### src/rtl/branch_cmp_pipe.sv
// Pipelined RV32I branch comparator with valid/ready handshake, result tag and flush.
// Optional out_illegal flag when BRANCH_CMP_ILLEGAL_FLAG_EN is defined.
module branch_cmp_pipe #(
  parameter int WIDTH       = 32,
  parameter int TAG_W       = 5,
  parameter int PIPE_STAGES = 1
) (
  input  logic             clk,
  input  logic             rst,
  input  logic             flush,
  input  logic             in_valid,
  output logic             in_ready,
  input  logic [2:0]       cmpop,
  input  logic [WIDTH-1:0] a,
  input  logic [WIDTH-1:0] b,
  input  logic [TAG_W-1:0] in_tag,
  output logic             out_valid,
  input  logic             out_ready,
  output logic             br_en,
  output logic [TAG_W-1:0] out_tag
`ifdef BRANCH_CMP_ILLEGAL_FLAG_EN
  ,
  output logic             out_illegal
`endif
);

  // Illegal funct3 codes fall into the default arm and resolve not-taken.
  function automatic logic resolve(input logic [2:0] op, input logic eq, input logic lt);
    case (op)
      3'b000:  return eq;
      3'b001:  return !eq;
      3'b100:  return lt;
      3'b101:  return !lt;
      3'b110:  return lt;
      3'b111:  return !lt;
      default: return 1'b0;
    endcase
  endfunction

`ifdef BRANCH_CMP_ILLEGAL_FLAG_EN
  function automatic logic isIllegal(input logic [2:0] op);
    return op[2:1] == 2'b01;
  endfunction
`endif

  if (PIPE_STAGES == 2) begin : g_split
    localparam int H = WIDTH / 2;

    logic                 r1_valid;
    logic                 r1_lo_eq;
    logic                 r1_lo_ltu;
    logic [WIDTH-H-1:0]   r1_a_hi;
    logic [WIDTH-H-1:0]   r1_b_hi;
    logic [2:0]           r1_op;
    logic [TAG_W-1:0]     r1_tag;
    logic                 r2_valid;
    logic                 r2_br_en;
    logic [TAG_W-1:0]     r2_tag;
    logic                 w2_load;
    logic                 w1_load;
    logic                 w_accept;
    logic                 w_hi_eq;
    logic                 w_hi_lt;
    logic                 w_eq;
    logic                 w_lt;

    assign w2_load  = !r2_valid || out_ready;
    assign w1_load  = !r1_valid || w2_load;
    assign in_ready = !rst && !flush && w1_load;
    assign w_accept = in_valid && in_ready;

    // High halves are signed only for blt/bge (cmpop[1] clear).
    assign w_hi_eq = (r1_a_hi == r1_b_hi);
    assign w_hi_lt = r1_op[1] ? (r1_a_hi < r1_b_hi)
                              : ($signed(r1_a_hi) < $signed(r1_b_hi));
    assign w_lt    = w_hi_lt | (w_hi_eq & r1_lo_ltu);
    assign w_eq    = w_hi_eq & r1_lo_eq;

    always_ff @(posedge clk) begin
      if (rst) begin
        r1_valid  <= 1'b0;
        r1_lo_eq  <= 1'b0;
        r1_lo_ltu <= 1'b0;
        r1_a_hi   <= '0;
        r1_b_hi   <= '0;
        r1_op     <= '0;
        r1_tag    <= '0;
        r2_valid  <= 1'b0;
        r2_br_en  <= 1'b0;
        r2_tag    <= '0;
      end else if (flush) begin
        r1_valid <= 1'b0;
        r2_valid <= 1'b0;
      end else begin
        if (w1_load) begin
          r1_valid <= w_accept;
          if (w_accept) begin
            r1_lo_eq  <= (a[H-1:0] == b[H-1:0]);
            r1_lo_ltu <= (a[H-1:0] <  b[H-1:0]);
            r1_a_hi   <= a[WIDTH-1:H];
            r1_b_hi   <= b[WIDTH-1:H];
            r1_op     <= cmpop;
            r1_tag    <= in_tag;
          end
        end
        if (w2_load) begin
          r2_valid <= r1_valid;
          if (r1_valid) begin
            r2_br_en <= resolve(r1_op, w_eq, w_lt);
            r2_tag   <= r1_tag;
          end
        end
      end
    end

    assign out_valid = r2_valid;
    assign br_en     = r2_br_en;
    assign out_tag   = r2_tag;

`ifdef BRANCH_CMP_ILLEGAL_FLAG_EN
    logic r2_illegal;
    always_ff @(posedge clk) begin
      if (rst) begin
        r2_illegal <= 1'b0;
      end else if (!flush && w2_load && r1_valid) begin
        r2_illegal <= isIllegal(r1_op);
      end
    end
    assign out_illegal = r2_illegal;
`endif
  end else begin : g_full
    logic             r_valid;
    logic             r_br_en;
    logic [TAG_W-1:0] r_tag;
    logic             w_load;
    logic             w_accept;
    logic             w_eq;
    logic             w_lt;

    assign w_load   = !r_valid || out_ready;
    assign in_ready = !rst && !flush && w_load;
    assign w_accept = in_valid && in_ready;
    assign w_eq     = (a == b);
    assign w_lt     = cmpop[1] ? (a < b) : ($signed(a) < $signed(b));

    always_ff @(posedge clk) begin
      if (rst) begin
        r_valid <= 1'b0;
        r_br_en <= 1'b0;
        r_tag   <= '0;
      end else if (flush) begin
        r_valid <= 1'b0;
      end else if (w_load) begin
        r_valid <= w_accept;
        if (w_accept) begin
          r_br_en <= resolve(cmpop, w_eq, w_lt);
          r_tag   <= in_tag;
        end
      end
    end

    assign out_valid = r_valid;
    assign br_en     = r_br_en;
    assign out_tag   = r_tag;

`ifdef BRANCH_CMP_ILLEGAL_FLAG_EN
    logic r_illegal;
    always_ff @(posedge clk) begin
      if (rst) begin
        r_illegal <= 1'b0;
      end else if (!flush && w_load && w_accept) begin
        r_illegal <= isIllegal(cmpop);
      end
    end
    assign out_illegal = r_illegal;
`endif
  end

endmodule
### config.mk
export PLATFORM = sky130hd
export DESIGN_NAME = branch_cmp_pipe
export DESIGN_NICKNAME = d
export VERILOG_FILES = /design/src/rtl/branch_cmp_pipe.sv
export SDC_FILE = /design/constraint.sdc
export NUM_CORES = 1
export LEC_CHECK = 0
export CAP_MARGIN = 20
export CORE_UTILIZATION = 34
export DETAILED_ROUTE_END_ITERATION = 10
export GPL_ROUTABILITY_DRIVEN = 0
export PLACE_DENSITY = 0.82
export SLEW_MARGIN = 20
export SYNTH_ARGS = -nofsm -noshare
export SYNTH_HDL_FRONTEND = slang
export SYNTH_SLANG_ARGS = --single-unit
### constraint.sdc
create_clock -name clk -period 2.59 [get_ports clk]
set_input_delay 0.518 -clock clk [delete_from_list [all_inputs] [get_ports clk]]
set_output_delay 0.518 -clock clk [all_outputs]
set_load 0.01 [all_outputs]
==> results of run 1 <==
==> worst max-delay path by stage <==
stage / slack [ns] / cells past startpoint / end / startpoint
floorplan: 0.31 / 8 / br_en / b[14]
CTS: 0.01 / 9 / br_en / b[7]
global placement: -0.21 / 9 / br_en / b[14]
global route: 0.009 / 9 / br_en / b[5]
detailed placement: -0.25 / 9 / br_en / b[7]
finish: 0.07 / 9 / br_en / b[10]
==> report_power, final <==
| part | leakage (uW) | total (uW) | internal [uW] | switching [uW] |
|---|---|---|---|---|
| logic | 0.000888 | 266 | 173 | 93.3 |
| clock network | 0.0000150 | 102 | 59.0 | 43.0 |
| registers | 0.0000570 | 114 | 112 | 2.34 |
==> layer usage <==
layer / wire length, um / part of all wire (%) / track usage, % / up-vias
met5: 0 / 0 / 0 / -
met4: 0 / 0 / 2.041 / 0
met3: 286 / 9.5 / 3.516 / 0
met2: 1413 / 47 / 31.82 / 56
met1: 1324 / 44 / 21.73 / 569
li1: - / - / - / 709
==> Yosys cell counts (all sizes together) <==
library cell and instances:
nor4 2, clkbuf 2, nor2b 2, inv 32, nor3 3, xor2 1
a221o 1, dfxtp 7, a211oi 1, nand2 18, a21oi 18, nand3 3
nand3b 1, o211ai 2, a2111oi 1, xnor2 1, or3 1, nor2 5
a41o 1, and2 1, a21o 1, o41ai 1, a22oi 1, o21ai 4
o31a 1, nand4 8, ha 32
==> area by class of cell <==
class,instances,area share (%)
timing repair buffer,90,42.60
multi-input combinational,110,40.97
sequential,7,6.739
inverter,32,5.776
tap,44,2.647
clock buffer,4,1.264
==> state kept, by name (all words and copies together) (netlist names) <==
signal,count
out_valid,1
out_tag,5
br_en,1
==> worst register-to-register path: stages (launching register included) <==
cell     delay [ns]
dfxtp_1        0.31
nor2b_1        0.14
nor3_1         0.24
nand2_1        0.24
o41ai_1        0.36
a41o_1         0.12
==> layout by cell type, fill, tap and decap left out <==
master and instances:
clkdlybuf4s50_1 84, inv_1 32, ha_1 30, nand2_1 18, a21oi_1 17, nand4_1 8, dfxtp_1 7, buf_4 6
nor2_1 5, nor3_1 3, nand3_1 3, o21ai_0 3, clkbuf_4 3, nor2b_1 2, o211ai_1 2, nor4_1 2
ha_4 2, and2_0 1, a211oi_1 1, a22oi_1 1, a21oi_2 1, o21ai_1 1, a221o_1 1, a2111oi_0 1
a21o_1 1, o31a_1 1, xnor2_1 1, or3_1 1, xor2_1 1, nand3b_1 1, o41ai_1 1, a41o_1 1
clkbuf_1 1
==> kinds of logic (layout without fill, tap and decap cells) <==
logic type | after synthesis | after routing
flops | 7 | 7
xor+xnor | 2 | 2
buf+inv | 34 | 126
fa+ha+maj | 32 | 32
simple gates | 44 | 44
compound gates | 32 | 32
==> per-stage QoR <==
step	hold slack [ns]	utilization, %	area (sq um)	TNS [ns]
floorplan	0.4805	-	1095	0
global placement	0.4416	66.43	2028	-0.2094
detailed placement	0.4481	66.43	2028	-0.2529
CTS	0.4547	67.30	2054	0
global route	0.4789	68.11	2079	0
finish	0.4544	68.11	2079	0
==> timing repair <==
item / in CTS / in global routing
resized for setup: 0 / 3
endpoints found under the setup margin: 0 / 1
endpoints found under the hold margin: 0 / 0
setup buffers: 0 / 0
==> run_summary.xml, run 1 <==
<?xml version="1.0" encoding="UTF-8"?>
<metrics>
  <group name="clocking">
    <metric name="cts.root.buffer_cell" unit="">clkbuf_4</metric>
    <metric name="cts_htree_levels" unit="">1</metric>
    <metric name="cts.sinks" unit="">7</metric>
    <metric name="clk_latency" unit="ns">0.25</metric>
    <metric name="clk_pin_slew" unit="ns">0.05</metric>
    <metric name="cts_tree" unit="">built</metric>
    <metric name="number_of_cts_inserted_buffers" unit="">3</metric>
    <metric name="cts_max_path_buffers" unit="">2</metric>
    <metric name="ctsHoldBuffers" unit="">0</metric>
  </group>
  <group name="critical_path">
    <metric name="timing.critical_path.required" unit="ns">2.74</metric>
    <metric name="top_cell_family_by_delay_on_the_critical_path" unit="">compound AO/OA/AOI/OAI gates</metric>
    <metric name="setup.reg_to_reg.worst_slack" unit="ns">1.12</metric>
    <metric name="setup.worst_path.end_class" unit="">register</metric>
    <metric name="timing.critical_path.slowest_cell_delay" unit="ns">0.46</metric>
    <metric name="worstSetupPathType" unit="">input port to register</metric>
    <metric name="critical_path.reg2reg.endpoint" unit="">br_en</metric>
    <metric name="rr_worst_depth" unit="">5</metric>
    <metric name="critical_path.n_buffers_inverters" unit="">2</metric>
    <metric name="setup.worst_path.start_class" unit="">input port</metric>
    <metric name="critPathArrivalTime" unit="ns">2.67</metric>
    <metric name="cell_with_the_biggest_individual_delay_on_the_critical_path" unit="">clkdlybuf4s50_1</metric>
    <metric name="crit-reg2reg-launch" unit="">out_valid</metric>
    <metric name="crit_path_cell_trace" unit="">clkdlybuf4s50_1 &gt; inv_1 &gt; ha_1 &gt; nand4_1 &gt; nor2_1 &gt; a221o_1 &gt; o31a_1 &gt; or3_1 &gt; a41o_1</metric>
    <metric name="timing.critical_path.fanout_max" unit="">2</metric>
  </group>
  <group name="yosys">
    <metric name="cell_types_with_the_largest_area_share_after_synthesis" unit="">ha_1 (37%), dfxtp_1 (13%), inv_1 (11%), a21oi_1 (7.8%), nand2_1 (6.2%)</metric>
    <metric name="synthDistinctLibCells" unit="">28</metric>
    <metric name="yosysSeqAreaShare" unit="%">12.80</metric>
    <metric name="synthesis.nets" unit="">260</metric>
    <metric name="synth_top_family_by_area" unit="">adder cells</metric>
    <metric name="synth_compound_area_share" unit="%">18.06</metric>
    <metric name="synthCells" unit="">151</metric>
    <metric name="syn_avg_cell_area" unit="sq um">7.250</metric>
    <metric name="synth-warning-count" unit="">0</metric>
    <metric name="synth_seq_cells" unit="">7</metric>
    <metric name="post-synth-top-area-fraction" unit="%">36.57</metric>
    <metric name="yosysTopAreaCell" unit="">ha_1</metric>
    <metric name="netlist_area" unit="sq mm">0.001095</metric>
    <metric name="synthSimpleGateAreaFrac" unit="%">19.31</metric>
    <metric name="arithmetic_cell_share_of_the_synthesized_area_counting_full_adders_half_adders_and_majority_gates" unit="%">36.57</metric>
    <metric name="post_synth_mux_area_share" unit="%">0</metric>
    <metric name="synth_xor_xnor_area_share" unit="%">1.600</metric>
  </group>
  <group name="route">
    <metric name="drt-initial-drc-count" unit="">27</metric>
    <metric name="postRouteWirelength" unit="um">3023</metric>
    <metric name="dr.pass1.iters" unit="">4</metric>
    <metric name="avgRoutedWirePerCell" unit="um">10.53</metric>
    <metric name="detail_route.vias_per_cell" unit="">4.648</metric>
    <metric name="ant_nets" unit="">0</metric>
    <metric name="drc_errors" unit="">0</metric>
    <metric name="vias" unit="">1334</metric>
  </group>
  <group name="finish">
    <metric name="layout.area.seq" unit="sq um">140.1</metric>
    <metric name="multiInputGateArea" unit="sq um">852.1</metric>
    <metric name="nNetsFinal" unit="">353</metric>
    <metric name="num_antenna_cells" unit="">0</metric>
    <metric name="final-instance-count-excl-fill" unit="">287</metric>
    <metric name="filler_instances" unit="">297</metric>
    <metric name="areaGrowthSynthToFinish" unit="%">89.94</metric>
    <metric name="drive_above_1_share" unit="%">4.938</metric>
  </group>
  <group name="job">
    <metric name="cap_viol_max_count" unit="">0</metric>
  </group>
  <group name="place">
    <metric name="dp.final_hpwl" unit="um">2663</metric>
    <metric name="placedCellCount" unit="">283</metric>
    <metric name="port-buffer-count" unit="">84</metric>
    <metric name="placement.setup.worst_slack" unit="ns">-0.2529</metric>
  </group>
  <group name="sta">
    <metric name="layout_worst_path_cycle_share" unit="%">97.21</metric>
    <metric name="report.final.setup_viol" unit="">0</metric>
    <metric name="worst-slew-pin-transition" unit="ns">0.4661</metric>
    <metric name="post_layout_minimum_cycle_time" unit="ns">2.518</metric>
    <metric name="finalHoldViolations" unit="">0</metric>
    <metric name="fmax" unit="MHz">397.2</metric>
    <metric name="slew_viol_final" unit="">0</metric>
    <metric name="postLayoutSetupSlackWorst" unit="ns">0.07216</metric>
    <metric name="max_slew_margin" unit="%">68.12</metric>
    <metric name="finalClockSkew" unit="ns">0.0005922</metric>
    <metric name="grt_setup_unrepaired" unit="">no</metric>
  </group>
  <group name="run_status">
    <metric name="run_status" unit="">finished, final reports clean</metric>
  </group>
  <group name="global_routing">
    <metric name="antenna_violations_before_repair" unit="">0</metric>
    <metric name="grt_max_degree" unit="">8</metric>
    <metric name="vias_in_the_first_global_route" unit="">1240</metric>
    <metric name="grt_pass1_wl" unit="um">4802</metric>
    <metric name="gr-usage-all-layers" unit="%">17.49</metric>
    <metric name="grt.overflow.total" unit="">0</metric>
  </group>
  <group name="power">
    <metric name="power_per_cell_area" unit="mW/mm^2">232.0</metric>
    <metric name="ir_drop" unit="V">0.0002152</metric>
    <metric name="total_power" unit="uW">482.4</metric>
    <metric name="static-leakage-power" unit="uW">0.0009602</metric>
  </group>
  <group name="floorplanning">
    <metric name="starting_density_of_the_core" unit="%">35.86</metric>
    <metric name="die_width" unit="um">58.75</metric>
    <metric name="io_pins" unit="">85</metric>
    <metric name="core-area" unit="sq mm">0.003053</metric>
    <metric name="dieHeight" unit="um">58.75</metric>
    <metric name="fp.dieArea" unit="sq mm">0.003451</metric>
    <metric name="floorplan.rows" unit="">20</metric>
  </group>
  <group name="hold_path">
    <metric name="min_delay_path_depth" unit="">2</metric>
    <metric name="hp-class" unit="">register to register</metric>
    <metric name="whs_endpoint" unit="">out_tag[2]</metric>
    <metric name="holdCritStartpoint" unit="">out_tag[2]</metric>
  </group>
</metrics>
Power figures use the tool's default switching activity.
==> run 2, diff against run 1 <==
- CORE_ASPECT_RATIO: default -> 0.7
- SLEW_MARGIN: 20 -> 25
==> run 2 against run 1 <==
  * Register-to-register slack got worse by 0.02 ns
  * Worst setup slack got worse by 0.024 ns
  * First-iteration DRC count decreased by 52%
  * Final area grew 4.5%
  * Via count decreased by 0.60%
  * Cell count decreased by 2.4%
  * Clock skew about the same
  * Clock power up 54%
  * Sequential power is essentially flat
  * Critical path depth unchanged
  * Total power grew 15%
  * Critical path type unchanged
  * Critical endpoint unchanged
  * Largest cell class is now multi-input combinational cells
  * Largest power group unchanged
  * Highest routed layer is now met4
==> run_summary.xml, run 2 (synthesis gave the netlist of run 1 again) <==
<?xml version="1.0" encoding="UTF-8"?>
<metrics>
  <group name="clocking">
    <metric name="clk_pin_slew" unit="ns">0.04</metric>
    <metric name="ctsHoldBuffers" unit="">0</metric>
    <metric name="cts_htree_levels" unit="">1</metric>
    <metric name="cts_max_path_buffers" unit="">2</metric>
    <metric name="cts.root.buffer_cell" unit="">clkbuf_8</metric>
    <metric name="cts.sinks" unit="">7</metric>
    <metric name="number_of_cts_inserted_buffers" unit="">3</metric>
    <metric name="clk_latency" unit="ns">0.23</metric>
    <metric name="cts_tree" unit="">built</metric>
  </group>
  <group name="power">
    <metric name="static-leakage-power" unit="uW">0.0009734</metric>
    <metric name="power_per_cell_area" unit="mW/mm^2">256.0</metric>
    <metric name="ir_drop" unit="V">0.0002485</metric>
  </group>
  <group name="critical_path">
    <metric name="cp-startpoint" unit="">b[13]</metric>
    <metric name="cell_with_the_biggest_individual_delay_on_the_critical_path" unit="">clkdlybuf4s50_1</metric>
    <metric name="timing.critical_path.fanout_max" unit="">2</metric>
    <metric name="crit-reg2reg-launch" unit="">out_valid</metric>
    <metric name="crit_path_cell_trace" unit="">clkdlybuf4s50_1 &gt; inv_1 &gt; ha_1 &gt; nand4_1 &gt; nor2_1 &gt; a221o_1 &gt; o31a_1 &gt; or3_1 &gt; a41o_1</metric>
    <metric name="critPathArrivalTime" unit="ns">2.66</metric>
    <metric name="timing.critical_path.required" unit="ns">2.71</metric>
    <metric name="worstSetupPathType" unit="">input port to register</metric>
    <metric name="timing.critical_path.slowest_cell_delay" unit="ns">0.46</metric>
    <metric name="setup.worst_path.end_class" unit="">register</metric>
    <metric name="setup.worst_path.start_class" unit="">input port</metric>
  </group>
  <group name="route">
    <metric name="drc_errors" unit="">0</metric>
    <metric name="dr.pass1.iters" unit="">4</metric>
    <metric name="ant_nets" unit="">0</metric>
    <metric name="detail_route.vias_per_cell" unit="">4.736</metric>
    <metric name="postRouteWirelength" unit="um">3307</metric>
    <metric name="drt-initial-drc-count" unit="">13</metric>
    <metric name="avgRoutedWirePerCell" unit="um">11.81</metric>
    <metric name="vias" unit="">1326</metric>
  </group>
  <group name="hold_path">
    <metric name="holdCritStartpoint" unit="">out_tag[2]</metric>
    <metric name="hp-class" unit="">register to register</metric>
  </group>
  <group name="job">
    <metric name="cap_viol_max_count" unit="">0</metric>
  </group>
  <group name="finish">
    <metric name="final_design_area_no_fill" unit="sq mm">0.002173</metric>
    <metric name="num_antenna_cells" unit="">0</metric>
    <metric name="filler_instances" unit="">231</metric>
    <metric name="nNetsFinal" unit="">354</metric>
    <metric name="areaGrowthSynthToFinish" unit="%">98.51</metric>
    <metric name="largest_register_ff_count" unit="">5</metric>
    <metric name="final-instance-count-excl-fill" unit="">280</metric>
    <metric name="leading_cell_type_in_the_layout_fill_and_taps_excluded" unit="">clkdlybuf4s50_1</metric>
    <metric name="drive_above_1_share" unit="%">8.607</metric>
    <metric name="final_cell_mix" unit="">clkdlybuf4s50_1 (84), inv_1 (32), ha_1 (25)</metric>
  </group>
  <group name="floorplanning">
    <metric name="fp.dieArea" unit="sq mm">0.003455</metric>
    <metric name="die_width" unit="um">69.83</metric>
    <metric name="io_pins" unit="">85</metric>
    <metric name="dieHeight" unit="um">49.48</metric>
    <metric name="starting_density_of_the_core" unit="%">37.46</metric>
    <metric name="floorplan.rows" unit="">16</metric>
    <metric name="core-area" unit="sq mm">0.002923</metric>
  </group>
  <group name="run_status">
    <metric name="run_status" unit="">finished, final reports clean</metric>
  </group>
  <group name="sta">
    <metric name="slew_viol_final" unit="">0</metric>
    <metric name="max_slew_margin" unit="%">76.47</metric>
    <metric name="fin_hold_ws" unit="ns">0.4568</metric>
    <metric name="finalClockSkew" unit="ns">0.0006602</metric>
    <metric name="report.final.setup_viol" unit="">0</metric>
    <metric name="post_layout_minimum_cycle_time" unit="ns">2.542</metric>
    <metric name="setup-tns-final" unit="ns">0</metric>
    <metric name="fmax" unit="MHz">393.4</metric>
    <metric name="worst-slew-pin-transition" unit="ns">0.3520</metric>
    <metric name="layout_worst_path_cycle_share" unit="%">98.13</metric>
    <metric name="finalHoldViolations" unit="">0</metric>
  </group>
  <group name="place">
    <metric name="port-buffer-count" unit="">84</metric>
    <metric name="dp.final_hpwl" unit="um">2662</metric>
    <metric name="placedCellCount" unit="">275</metric>
    <metric name="placement.cell_area" unit="sq mm">0.002018</metric>
  </group>
  <group name="global_routing">
    <metric name="grt_max_degree" unit="">8</metric>
    <metric name="antenna_violations_before_repair" unit="">0</metric>
    <metric name="vias_in_the_first_global_route" unit="">1308</metric>
    <metric name="grt_pass1_wl" unit="um">5271</metric>
    <metric name="grt.overflow.total" unit="">0</metric>
    <metric name="gr-usage-all-layers" unit="%">18.65</metric>
  </group>
</metrics>
[run 2: changes by cell type in the layout (fill, tap and decap cells not counted), sizes merged]
cell | previous run | this run
buf | 6 | 7
[run 2: final timing paths]
kind / cells after the start / slack (ns) / end
setup / recovery: 9 / 0.05 / br_en
hold reg to reg: 2 / 0.46 / out_tag[2]
setup reg to reg: 5 / 1.10 / br_en
hold / removal: 2 / 0.46 / out_tag[2]
[run 2: layout make-up]
type | instances | area (sq um) | area share (%)
Multi-Input combinational cell | 110 | 929.6 | 42.78
Timing Repair Buffer | 91 | 893.4 | 41.11
Sequential cell | 7 | 140.1 | 6.448
Inverter | 32 | 120.1 | 5.527
Clock buffer | 4 | 45.04 | 2.073
Tap cell | 36 | 45.04 | 2.073
[run 2: critical path, delay by kind of cell]
family / cells / cell delay, ns
buf+inv: 2 / 0.50
fa+ha+maj: 1 / 0.28
compound gates: 3 / 0.77
simple gates: 3 / 0.58
[run 2: power breakdown]
group          switching [uW]  internal, uW
clock                    50.0           107
sequential               2.24           113
combinational             103           182
[run 2: what timing repair did]
action	CTS	global route
pin swaps	0	7
gates resized for setup	1	11
setup endpoints to repair	1	1
hold endpoints to repair	0	0
setup buffers	0	1
[run 2: stage by stage]
| stage | setup slack [ns] | utilization [%] | total power, uW |
|---|---|---|---|
| final | 0.04836 | 74.36 | 556.3 |
| after global placement | -0.2014 | 69.05 | 371.8 |
| after floorplan | 0.3133 | - | 219.8 |
| after detailed placement | -0.2426 | 69.05 | 377.7 |
| after CTS | 0.006490 | 70.72 | 536.6 |
| after global routing | -0.03328 | 74.36 | 602.1 |
[run 2: metal layers]
layer	global-route usage [%]	up-vias	part of all wire, %
met5	0	-	0
met4	2.000	0	0.24
met3	5.112	2	8.7
met2	33.01	59	47
met1	23.39	553	44
li1	-	712	-
